[config.mk]
export PLATFORM = sky130hd
export DESIGN_NAME = rscl_muldiv
export DESIGN_NICKNAME = d
export VERILOG_FILES = /design/src/rtl/rscl_instr_pkg.sv /design/src/rtl/rscl_types_pkg.sv /design/src/rtl/rscl_muldiv_step.sv /design/src/rtl/rscl_muldiv.sv
export SDC_FILE = /design/constraint.sdc
export NUM_CORES = 1
export LEC_CHECK = 0
export CAP_MARGIN = 10
export CELL_PAD_IN_SITES_DETAIL_PLACEMENT = 0
export CELL_PAD_IN_SITES_GLOBAL_PLACEMENT = 1
export CORE_MARGIN = 4
export CORE_UTILIZATION = 45
export DETAILED_ROUTE_END_ITERATION = 16
export GPL_TIMING_DRIVEN = 0
export PLACE_DENSITY_LB_ADDON = 0.1
export RECOVER_POWER = 25
export REMOVE_ABC_BUFFERS = 1
export SKIP_LAST_GASP = 1
export SYNTH_ARGS = -nofsm -noshare
export SYNTH_HDL_FRONTEND = slang
export SYNTH_SLANG_ARGS = --single-unit
[constraint.sdc]
create_clock -name clk -period 4.25 [get_ports clk]
set_input_delay 1.275 -clock clk [delete_from_list [all_inputs] [get_ports clk]]
set_output_delay 1.275 -clock clk [all_outputs]
set_load 0.03 [all_outputs]
[src/rtl/rscl_instr_pkg.sv]
// Instruction-field encodings used by the execute stage.
//   md_f3_t : RV32M funct3 operation select for the multiply/divide unit
package rscl_instr;

  typedef enum logic [2:0] {
    MdMul    = 3'd0,
    MdMulh   = 3'd1,
    MdMulhsu = 3'd2,
    MdMulhu  = 3'd3,
    MdDiv    = 3'd4,
    MdDivu   = 3'd5,
    MdRem    = 3'd6,
    MdRemu   = 3'd7
  } md_f3_t;

endpackage

[src/rtl/rscl_types_pkg.sv]
// Shared datapath and state types for the rscl execute-stage blocks.
//   word_t     : 32-bit architectural data word
//   md_state_t : multiply/divide unit sequencer state
package rscl_types;

  typedef logic [31:0] word_t;

  typedef enum logic [1:0] {
    StIdle = 2'd0,
    StBusy = 2'd1,
    StFix  = 2'd2,
    StDone = 2'd3
  } md_state_t;

endpackage

[src/rtl/rscl_muldiv_step.sv]
// One iteration of the iterative multiply/divide datapath (purely combinational).
//   is_div_i  : 1 = restoring-divide step, 0 = shift-add multiply step
//   hi_i/lo_i : current {partial product | partial remainder, multiplier | dividend/quotient}
//   operand_i : multiplicand magnitude (mul) or divisor magnitude (div)
//   hi_o/lo_o : register contents after this iteration
module rscl_muldiv_step
  import rscl_types::*;
(
  input  logic  is_div_i,
  input  word_t hi_i,
  input  word_t lo_i,
  input  word_t operand_i,
  output word_t hi_o,
  output word_t lo_o
);

  logic [32:0] sum;
  logic [32:0] shifted;
  logic        ge;

  // Multiply: conditionally add the multiplicand into the upper half, then shift the
  // whole 64-bit pair right; the carry out of the add becomes the new MSB.
  assign sum = lo_i[0] ? ({1'b0, hi_i} + {1'b0, operand_i}) : {1'b0, hi_i};

  // Divide: shift the next dividend bit into the partial remainder and try a subtract.
  // The remainder is always below the divisor, so the result fits back into 32 bits.
  assign shifted = {hi_i, lo_i[31]};
  assign ge      = shifted >= {1'b0, operand_i};

  always_comb begin
    hi_o = hi_i;
    lo_o = lo_i;
    if (is_div_i) begin
      hi_o = ge ? (shifted[31:0] - operand_i) : shifted[31:0];
      lo_o = {lo_i[30:0], ge};
    end else begin
      hi_o = sum[32:1];
      lo_o = {sum[0], lo_i[31:1]};
    end
  end

endmodule

[src/rtl/rscl_muldiv.sv]
// Iterative RV32M multiply/divide unit, one result bit per cycle.
//   clk, rst            : clock, synchronous active-high reset
//   kill                : pipeline flush, abandons any in-flight operation
//   req_valid/req_ready : request handshake; val1, val2, funct3 captured on accept
//   resp_valid/resp_ready : response handshake; out is registered and held in DONE
// Latency: 34 cycles from accept to resp_valid, or 1 cycle for divide-by-zero and
// signed-overflow cases which are resolved at accept.
module rscl_muldiv
  import rscl_types::*;
  import rscl_instr::*;
(
  input  logic   clk,
  input  logic   rst,
  input  logic   kill,
  input  logic   req_valid,
  output logic   req_ready,
  input  word_t  val1,
  input  word_t  val2,
  input  md_f3_t funct3,
  output logic   resp_valid,
  input  logic   resp_ready,
  output word_t  out
);

  md_state_t   state_q, state_d;
  logic [4:0]  cnt_q, cnt_d;
  md_f3_t      op_q, op_d;
  word_t       hi_q, hi_d;
  word_t       lo_q, lo_d;
  word_t       opnd_q, opnd_d;
  logic        neg_q, neg_d;    // result sign flip (product or quotient)
  logic        rneg_q, rneg_d;  // remainder sign flip (dividend negative)
  word_t       out_q, out_d;

  logic        accept;
  logic        is_div_req, is_div_q;
  logic        s1_signed, s2_signed, neg1, neg2;
  word_t       mag1, mag2;
  logic        div_zero, div_ovf;
  word_t       fast_res, fix_res;
  word_t       step_hi, step_lo;
  logic [63:0] prod, prod_fix;

  assign req_ready  = (state_q == StIdle) && !kill;
  assign resp_valid = (state_q == StDone);
  assign out        = out_q;
  assign accept     = req_valid && req_ready;

  // Operand decode at accept.
  assign is_div_req = funct3 inside {MdDiv, MdDivu, MdRem, MdRemu};
  assign s1_signed  = funct3 inside {MdMulh, MdMulhsu, MdDiv, MdRem};
  assign s2_signed  = funct3 inside {MdMulh, MdDiv, MdRem};
  assign neg1       = s1_signed && val1[31];
  assign neg2       = s2_signed && val2[31];
  assign mag1       = neg1 ? (32'd0 - val1) : val1;
  assign mag2       = neg2 ? (32'd0 - val2) : val2;
  assign div_zero   = is_div_req && (val2 == 32'd0);
  assign div_ovf    = (funct3 inside {MdDiv, MdRem}) && (val1 == 32'h8000_0000) &&
                      (val2 == 32'hFFFF_FFFF);

  always_comb begin
    fast_res = 32'd0;
    if (div_zero) begin
      fast_res = (funct3 inside {MdDiv, MdDivu}) ? 32'hFFFF_FFFF : val1;
    end else if (div_ovf) begin
      fast_res = (funct3 == MdDiv) ? 32'h8000_0000 : 32'd0;
    end
  end

  assign is_div_q = op_q inside {MdDiv, MdDivu, MdRem, MdRemu};

  rscl_muldiv_step u_step (
    .is_div_i  (is_div_q),
    .hi_i      (hi_q),
    .lo_i      (lo_q),
    .operand_i (opnd_q),
    .hi_o      (step_hi),
    .lo_o      (step_lo)
  );

  // Sign correction and result selection.
  assign prod     = {hi_q, lo_q};
  assign prod_fix = neg_q ? (64'd0 - prod) : prod;

  always_comb begin
    fix_res = 32'd0;
    unique case (op_q)
      MdMul:                     fix_res = prod_fix[31:0];
      MdMulh, MdMulhsu, MdMulhu: fix_res = prod_fix[63:32];
      MdDiv, MdDivu:             fix_res = neg_q ? (32'd0 - lo_q) : lo_q;
      MdRem, MdRemu:             fix_res = rneg_q ? (32'd0 - hi_q) : hi_q;
      default:                   fix_res = 32'd0;
    endcase
  end

  always_comb begin
    state_d = state_q;
    cnt_d   = cnt_q;
    op_d    = op_q;
    hi_d    = hi_q;
    lo_d    = lo_q;
    opnd_d  = opnd_q;
    neg_d   = neg_q;
    rneg_d  = rneg_q;
    out_d   = out_q;
    unique case (state_q)
      StIdle: begin
        if (accept) begin
          op_d   = funct3;
          neg_d  = neg1 ^ neg2;
          rneg_d = neg1;
          if (div_zero || div_ovf) begin
            out_d   = fast_res;
            state_d = StDone;
          end else begin
            hi_d    = 32'd0;
            lo_d    = is_div_req ? mag1 : mag2;
            opnd_d  = is_div_req ? mag2 : mag1;
            cnt_d   = 5'd31;
            state_d = StBusy;
          end
        end
      end
      StBusy: begin
        hi_d = step_hi;
        lo_d = step_lo;
        if (cnt_q == 5'd0) begin
          state_d = StFix;
        end else begin
          cnt_d = cnt_q - 5'd1;
        end
      end
      StFix: begin
        out_d   = fix_res;
        state_d = StDone;
      end
      StDone: begin
        if (resp_ready) begin
          state_d = StIdle;
        end
      end
      default: state_d = StIdle;
    endcase
    // Flush wins over everything, including a same-cycle response handshake.
    if (kill) begin
      state_d = StIdle;
    end
  end

  always_ff @(posedge clk) begin
    if (rst) begin
      state_q <= StIdle;
      cnt_q   <= 5'd0;
      op_q    <= MdMul;
      hi_q    <= 32'd0;
      lo_q    <= 32'd0;
      opnd_q  <= 32'd0;
      neg_q   <= 1'b0;
      rneg_q  <= 1'b0;
      out_q   <= 32'd0;
    end else begin
      state_q <= state_d;
      cnt_q   <= cnt_d;
      op_q    <= op_d;
      hi_q    <= hi_d;
      lo_q    <= lo_d;
      opnd_q  <= opnd_d;
      neg_q   <= neg_d;
      rneg_q  <= rneg_d;
      out_q   <= out_d;
    end
  end

endmodule
==> run metrics <==
status finished clean; Ys Warns 0; DP Worst Slack -1.61 ns; fin crit share 0.983; Die Area about 0.036 mm^2; clk_lat worst skew about 0.44 ns; relative slew slack 0.194; commonest non-fill, non-tap cells in the layout nor2_1 (256), nand2_1 (168), a21oi_1 (168); Final GP Congestion ~0.94; Seq/Total Area, Yosys 0.189; H-Tree Depth 4; # IOs around 110; Critical path origin val2[0]; reg2reg setup slack roughly 0.08 ns; synthesized area per cell ~7.1 um^2; Bufs on Longest Clock Path 2; DP HPWL 41,300 um; synthesized area between 0.01 and 0.015 mm^2; final-report hold violation count 0; MaxCap Viol Count 0; core box area between 0.03 and 0.04 mm^2; commonest non-fill, non-tap cell in the layout nor2_1; Critical Path End lo_q[30]; r2r startpoint lo_q[0]; power per standard cell area ~270 mW/mm^2; skew final about 0.013 ns; Iteration-0 DRC Markers around 1,700; final WL 55,000 um; post-layout net count 2,231; P&R area growth vs syn 15.2%; vias in the first global route about 15,000; CP Launch Type input port; P_leak ~6.6 nW; Main synth FF type dfxtp_1; initial core utilization 0.457; initial antenna violation count 1; CTS tree yes; first-pass GRT wire length approximately 86,000 um; Detail Route Antenna Nets 0; Post-synth ARST share 0; TritonCTS Sinks 140; count of final max-slew check failures 0; Final setup violation count 0; Syn Inst Count just over 2,000; ANT cells 0; Total Routing Usage GR 0.297; RSZ-0062 raised after global routing true; row cnt between 60 and 70; I/O Buffers 105; fmax between 200 and 250 MHz; Arrival @ worst endpoint approximately 4.5 ns; DP Cell Count roughly 2,500; fillers between 3,000 and 4,000; Chip Height around 190 um; capturing point of the worst reg2reg path out[0]; setup slack after layout around 0.073 ns; post-layout minimum cycle time 4.18 ns; Worst Hold Class register to register; Cell Count, Final, Fillers Out approximately 2,500; DR vias ~16,000; pin count of the biggest net entering global routing 74; CTS Hold Bufs 0; layout cells sized above 1 0.0745; Yosys cell types 87; total CTS buffers 17; Worst Path Required 4.61 ns; Seq cells post-synth 140; drt drc 0; Worst IR Drop VDD 0.000196 V; reg2reg path depth 12; clk slew on worst S/H paths around 0.060 ns; DR pass1 iterations 7; global route overflow 0; Crit Path Class input port to register; worst slew pin tran 1.21 ns; routed length per placed instance between 20 and 25 um; Post-synth EDFFs 0; clk root buf clkbuf_16; worst hold stages 2; CP Max Fanout 5; CP Capture Type register; die span in x 190 um; post-DR vias/cell between 6 and 7
report_power, final:
part | switching, W | internal (W) | total, W
registers | 0.000125 | 0.00138 | 0.00151
clock network | 0.000623 | 0.000875 | 0.00150
logic | 0.000974 | 0.000624 | 0.00160
worst max-delay path, stage by stage:
cell and delay, ns:
clkdlybuf4s50_1 0.53, inv_1 0.10, ha_1 0.19, or4b_4 0.52, nor3_4 0.25, buf_4 0.17
nand2_1 0.11, o41ai_1 0.44, xnor2_1 0.24, nor2_1 0.07, a211oi_1 0.36, a211oi_1 0.09
nor3_1 0.17
area by class of cell:
class / instances / area [um^2] / area share
multi-input combinational: 1712 / 11400 / 0.664
timing repair buffer: 141 / 1570 / 0.0915
timing repair inverter: 1 / 5.00 / 0.000292
sequential: 140 / 2810 / 0.164
clock inverter: 8 / 92.6 / 0.00541
clock buffer: 24 / 462 / 0.0270
tap: 442 / 553 / 0.0323
inverter: 69 / 265 / 0.0155
cell usage after synthesis, types with 14 or more instances:
master,n,area share
a211oi_1,84,0.042
a21o_1,22,0.011
a21oi_1,168,0.057
a31oi_1,15,0.0063
a32o_1,22,0.015
clkbuf_1,134,0.034
dfxtp_1,140,0.19
ha_1,75,0.063
inv_1,67,0.017
mux2_2,22,0.017
mux2i_1,49,0.033
nand2_1,170,0.043
nand3_1,28,0.0094
nand4_1,23,0.0097
nor2_1,259,0.065
nor2b_1,21,0.0088
nor3_1,77,0.026
nor4_1,18,0.0076
o211ai_1,52,0.026
o21ai_0,122,0.041
o21ai_1,18,0.0061
o22ai_1,23,0.0097
o31ai_1,30,0.015
o41ai_1,17,0.010
or3_1,27,0.011
or4_1,14,0.0071
xnor2_1,69,0.041
xor2_1,101,0.060
routing by layer:
metal	up-vias	global-route usage	routed length [um]
li1	7690	-	-
met4	0	0.0838	1420
met1	7527	0.429	25600
met2	541	0.469	24500
met5	-	0	0
met3	91	0.0361	3470
worst min-delay path by stage:
stage | endpoint | start | slack, ns
2_1_floorplan | opnd_q[5] | opnd_q[5] | 0.44
3_3_place_gp | out[12] | out[12] | 0.44
4_1_cts | out[11] | out[11] | 0.46
6_report | out[12] | out[12] | 0.45
5_1_grt | out[11] | out[11] | 0.48
3_5_place_dp | out[11] | out[11] | 0.45
stage by stage:
stage / utilization / hold slack [ns] / cell area [um^2] / total power [W] / TNS [ns]
2_1_floorplan: - / 0.443 / 14200 / 0.00252 / -161.74
3_3_place_gp: 0.486 / 0.440 / 15800 / 0.00302 / -866.25
3_5_place_dp: 0.499 / 0.446 / 16200 / 0.00307 / -155.83
4_1_cts: 0.523 / 0.455 / 17000 / 0.00458 / 0
5_1_grt: 0.526 / 0.481 / 17100 / 0.00484 / -0.0973
6_report: 0.526 / 0.448 / 17100 / 0.00460 / 0
state kept, by name, summed over array words and instances, names as in the netlist:
| signal | flops |
|---|---|
| hi_q | 32 |
| lo_q | 32 |
| opnd_q | 32 |
| out | 32 |
| cnt_q | 5 |
| op_q | 3 |
| state_q | 2 |
| neg_q | 1 |
| rneg_q | 1 |
what timing repair did:
item	CTS	global route
resized for setup	17	17
cloned	1	1
pin swaps	6	3
setup buffers	15	3
endpoints found under the setup margin	134	15
cell families (layout without fill, tap and decap cells):
group	Yosys count	count (layout)	synth area share
buffers and inverters	227	243	0.0606
muxes	71	71	0.0497
and+or+nand+nor	711	711	0.226
DFF	140	140	0.189
adders and majority gates	77	77	0.0658
xor gates and xnor gates	170	170	0.100
AOI/OAI and AO/OA	683	683	0.309
No activity file was read; power rests on OpenSTA's default activity.
==> variant: new RTL, same settings <==
Reset style: asynchronous (`rst`), changed in one clocked block. Comments in the files are not updated.
--- a/src/rtl/rscl_muldiv.sv
+++ b/src/rtl/rscl_muldiv.sv
@@ -149,3 +149,3 @@
 
-  always_ff @(posedge clk) begin
+  always_ff @(posedge clk or posedge rst) begin
     if (rst) begin
Check against the original RTL: differs if rst is asserted again (counterexample within 4 cycles, from zero or initial values and one cycle with rst high); with rst held inactive, the same outputs for 4 cycles.
==> variant against the unedited design <==
  * The run now ends with capacitance limit, slew limit, setup timing left
  * Routed wire length increased by 4.4%
  * Area after synthesis rose by 1.7%
  * Clock skew down 4.0 ps
  * Cell area is 0.93% higher
  * Worst setup slack worse by 100 ps
  * Sequential cell count is the same
  * Highest routed layer unchanged
Power is left out: it rests on default switching activity, and per cell area and clock period it moved more than threefold.
==> variant: results (changes against the unedited design) <==
Synth
  – Seq/Total Area, Yosys: 23.2% (was 18.9%)
  – Ys async rst share: 100% (was 0%)
  – Post-synth top cells: a21oi_1 (220), o21ai_0 (216), nor2_1 (215), nand2_1 (209), dfrtp_1 (140) (was nor2_1 (259), nand2_1 (170), a21oi_1 (168), dfxtp_1 (140), clkbuf_1 (134))
  – Synth area leaders: dfrtp_1 (23%), a21oi_1 (7.3%), o21ai_0 (7.2%), ha_1 (6.2%), xor2_1 (5.4%) (was dfxtp_1 (19%), nor2_1 (6.5%), ha_1 (6.3%), xor2_1 (6.0%), a21oi_1 (5.7%))
  – Yosys cell types: 82 (was 87)
  – Yosys warnings: 0 (unchanged)
  – Cell accounting for the most synthesized area: dfrtp_1 (was dfxtp_1)

Critical path
  – CP arrival: 4570 ps (was 4540 ps)
  – Crit path max fanout: 10 (was 5)

GRT
  – GRT Overall Usage: 31.0% (was 29.7%)
  – Vias in the first global route: 14,800 (was 15,000)
  – Pin count of the biggest net entering global routing: 103 (was 74)
  – First-pass GRT wire length: 87.9 mm (was 85.7 mm)

Placed design
  – DP HPWL: 41.8 mm (was 41.3 mm)
  – Setup WS pre-CTS: -2830 ps (was -1610 ps)
  – Gpl congestion: 0.973 (was 0.936)

Run status
  – Failing checks: capacitance limit, slew limit, setup timing
  – Status: complete, but fails checks (was finished, final reports clean)

STA
  – Setup ws final: -27.0 ps (was 73.5 ps)
  – Total Neg Setup Slack: -27.0 ps (was 0 ps)
  – Headroom to the max-slew limit: -1.72% (was 19.4%)
  – Clock Skew: 9.04 ps (was 13.1 ps)
  – Final setup vio count: 1 (was 0)
  – Slew Limit Fails: 67 (was 0)

Finish
  – Share of post-route cells with drive strength above 1: 6.85% (was 7.45%)

Detailed routing
  – Drt pass-1 iters: 6 (was 7)
  – Initial DRC count: 1,585 (was 1,656)
  – WL/cell: 22.7 µm (was 21.7 µm)

Run
  – MaxCap Viol Count: 1 (was 0)
-- variant: cell types whose count changed in the layout (fill, tap and decap cells not counted), moves of 27 or more --
cell             before  now
nand2_1             168  207
nor2_1              256  211
dfxtp_1             137    0
mux2i_1              49   22
o21ai_0             120  215
clkdlybuf4s50_1      66  103
a211oi_1             82   35
a21oi_1             168  219
dfrtp_1               0  137
dlygate4sd3_1        35    1
nor3_1               74   40
-- variant: worst paths after layout --
kind / start / endpoint / slack, ps / cells after the start
worst min register to register: out[26]$_DFFE_PP0P_ / out[26]$_DFFE_PP0P_ / 500 / 1
worst min-delay path: out[26]$_DFFE_PP0P_ / out[26]$_DFFE_PP0P_ / 500 / 1
worst max register to register: lo_q[31]$_DFFE_PP0P_ / hi_q[30]$_DFFE_PP0P_ / 250 / 14
worst max-delay path: val1[16] / out[22]$_DFFE_PP0P_ / -30 / 9
max in group asynchronous: rst / op_q[2]$_DFFE_PP0P_ / 520 / 3
min in group asynchronous: rst / out[0]$_DFFE_PP0P_ / 1710 / 2
-- variant: worst max-delay path, cell delays in order --
cell and delay (ps):
clkdlybuf4s50_1 520, or4_1 630, nor4_2 340, nand4_1 290
o22ai_4 190, buf_4 210, a22oi_2 230, a2111oi_1 790
nor2_1 80
-- variant: timing repair --
action,4_1_cts,5_1_grt
endpoints found under the setup margin,133,40
cloned,4,0
gates resized for setup,22,7
pin swaps,5,4
setup buffers,8,5
-- variant: logic make-up after synthesis --
family	Yosys count	synth area share [%]
XOR/XNOR	183	10.6
AND/OR/NAND/NOR	662	20.4
AO/OA/AOI/OAI	731	29.8
multiplexers	54	3.84
adder cells (fa/ha/maj)	77	6.48
flip-flops	140	23.2
buffers and inverters	225	5.71
-- variant: metal layers --
| metal | GRT usage [%] | part of all wire, % | vias to the layer above |
|---|---|---|---|
| li1 | - | - | 7541 |
| met1 | 44.2 | 46 | 7510 |
| met2 | 48.6 | 44 | 619 |
| met3 | 4.18 | 6.5 | 117 |
| met4 | 9.72 | 3.4 | 0 |
| met5 | 0 | 0 | - |
-- variant: stage by stage --
| stage | area, µm² | cells |
|---|---|---|
| after global placement | 16100 | 2467 |
| after global routing | 17300 | 2529 |
| after floorplan | 14500 | 1920 |
| after CTS | 17200 | 2523 |
| after detailed placement | 16500 | 2479 |
| final | 17300 | 2530 |
-- variant: area by class of cell --
type	instances	area [µm²]
clock inverter	11	95.1
sequential	140	3510
inverter	73	284
clock buffer	21	470
multi-input combinational	1711	10900
tap	442	553
antenna	1	2.50
timing repair buffer	131	1420
fill	3333	15600
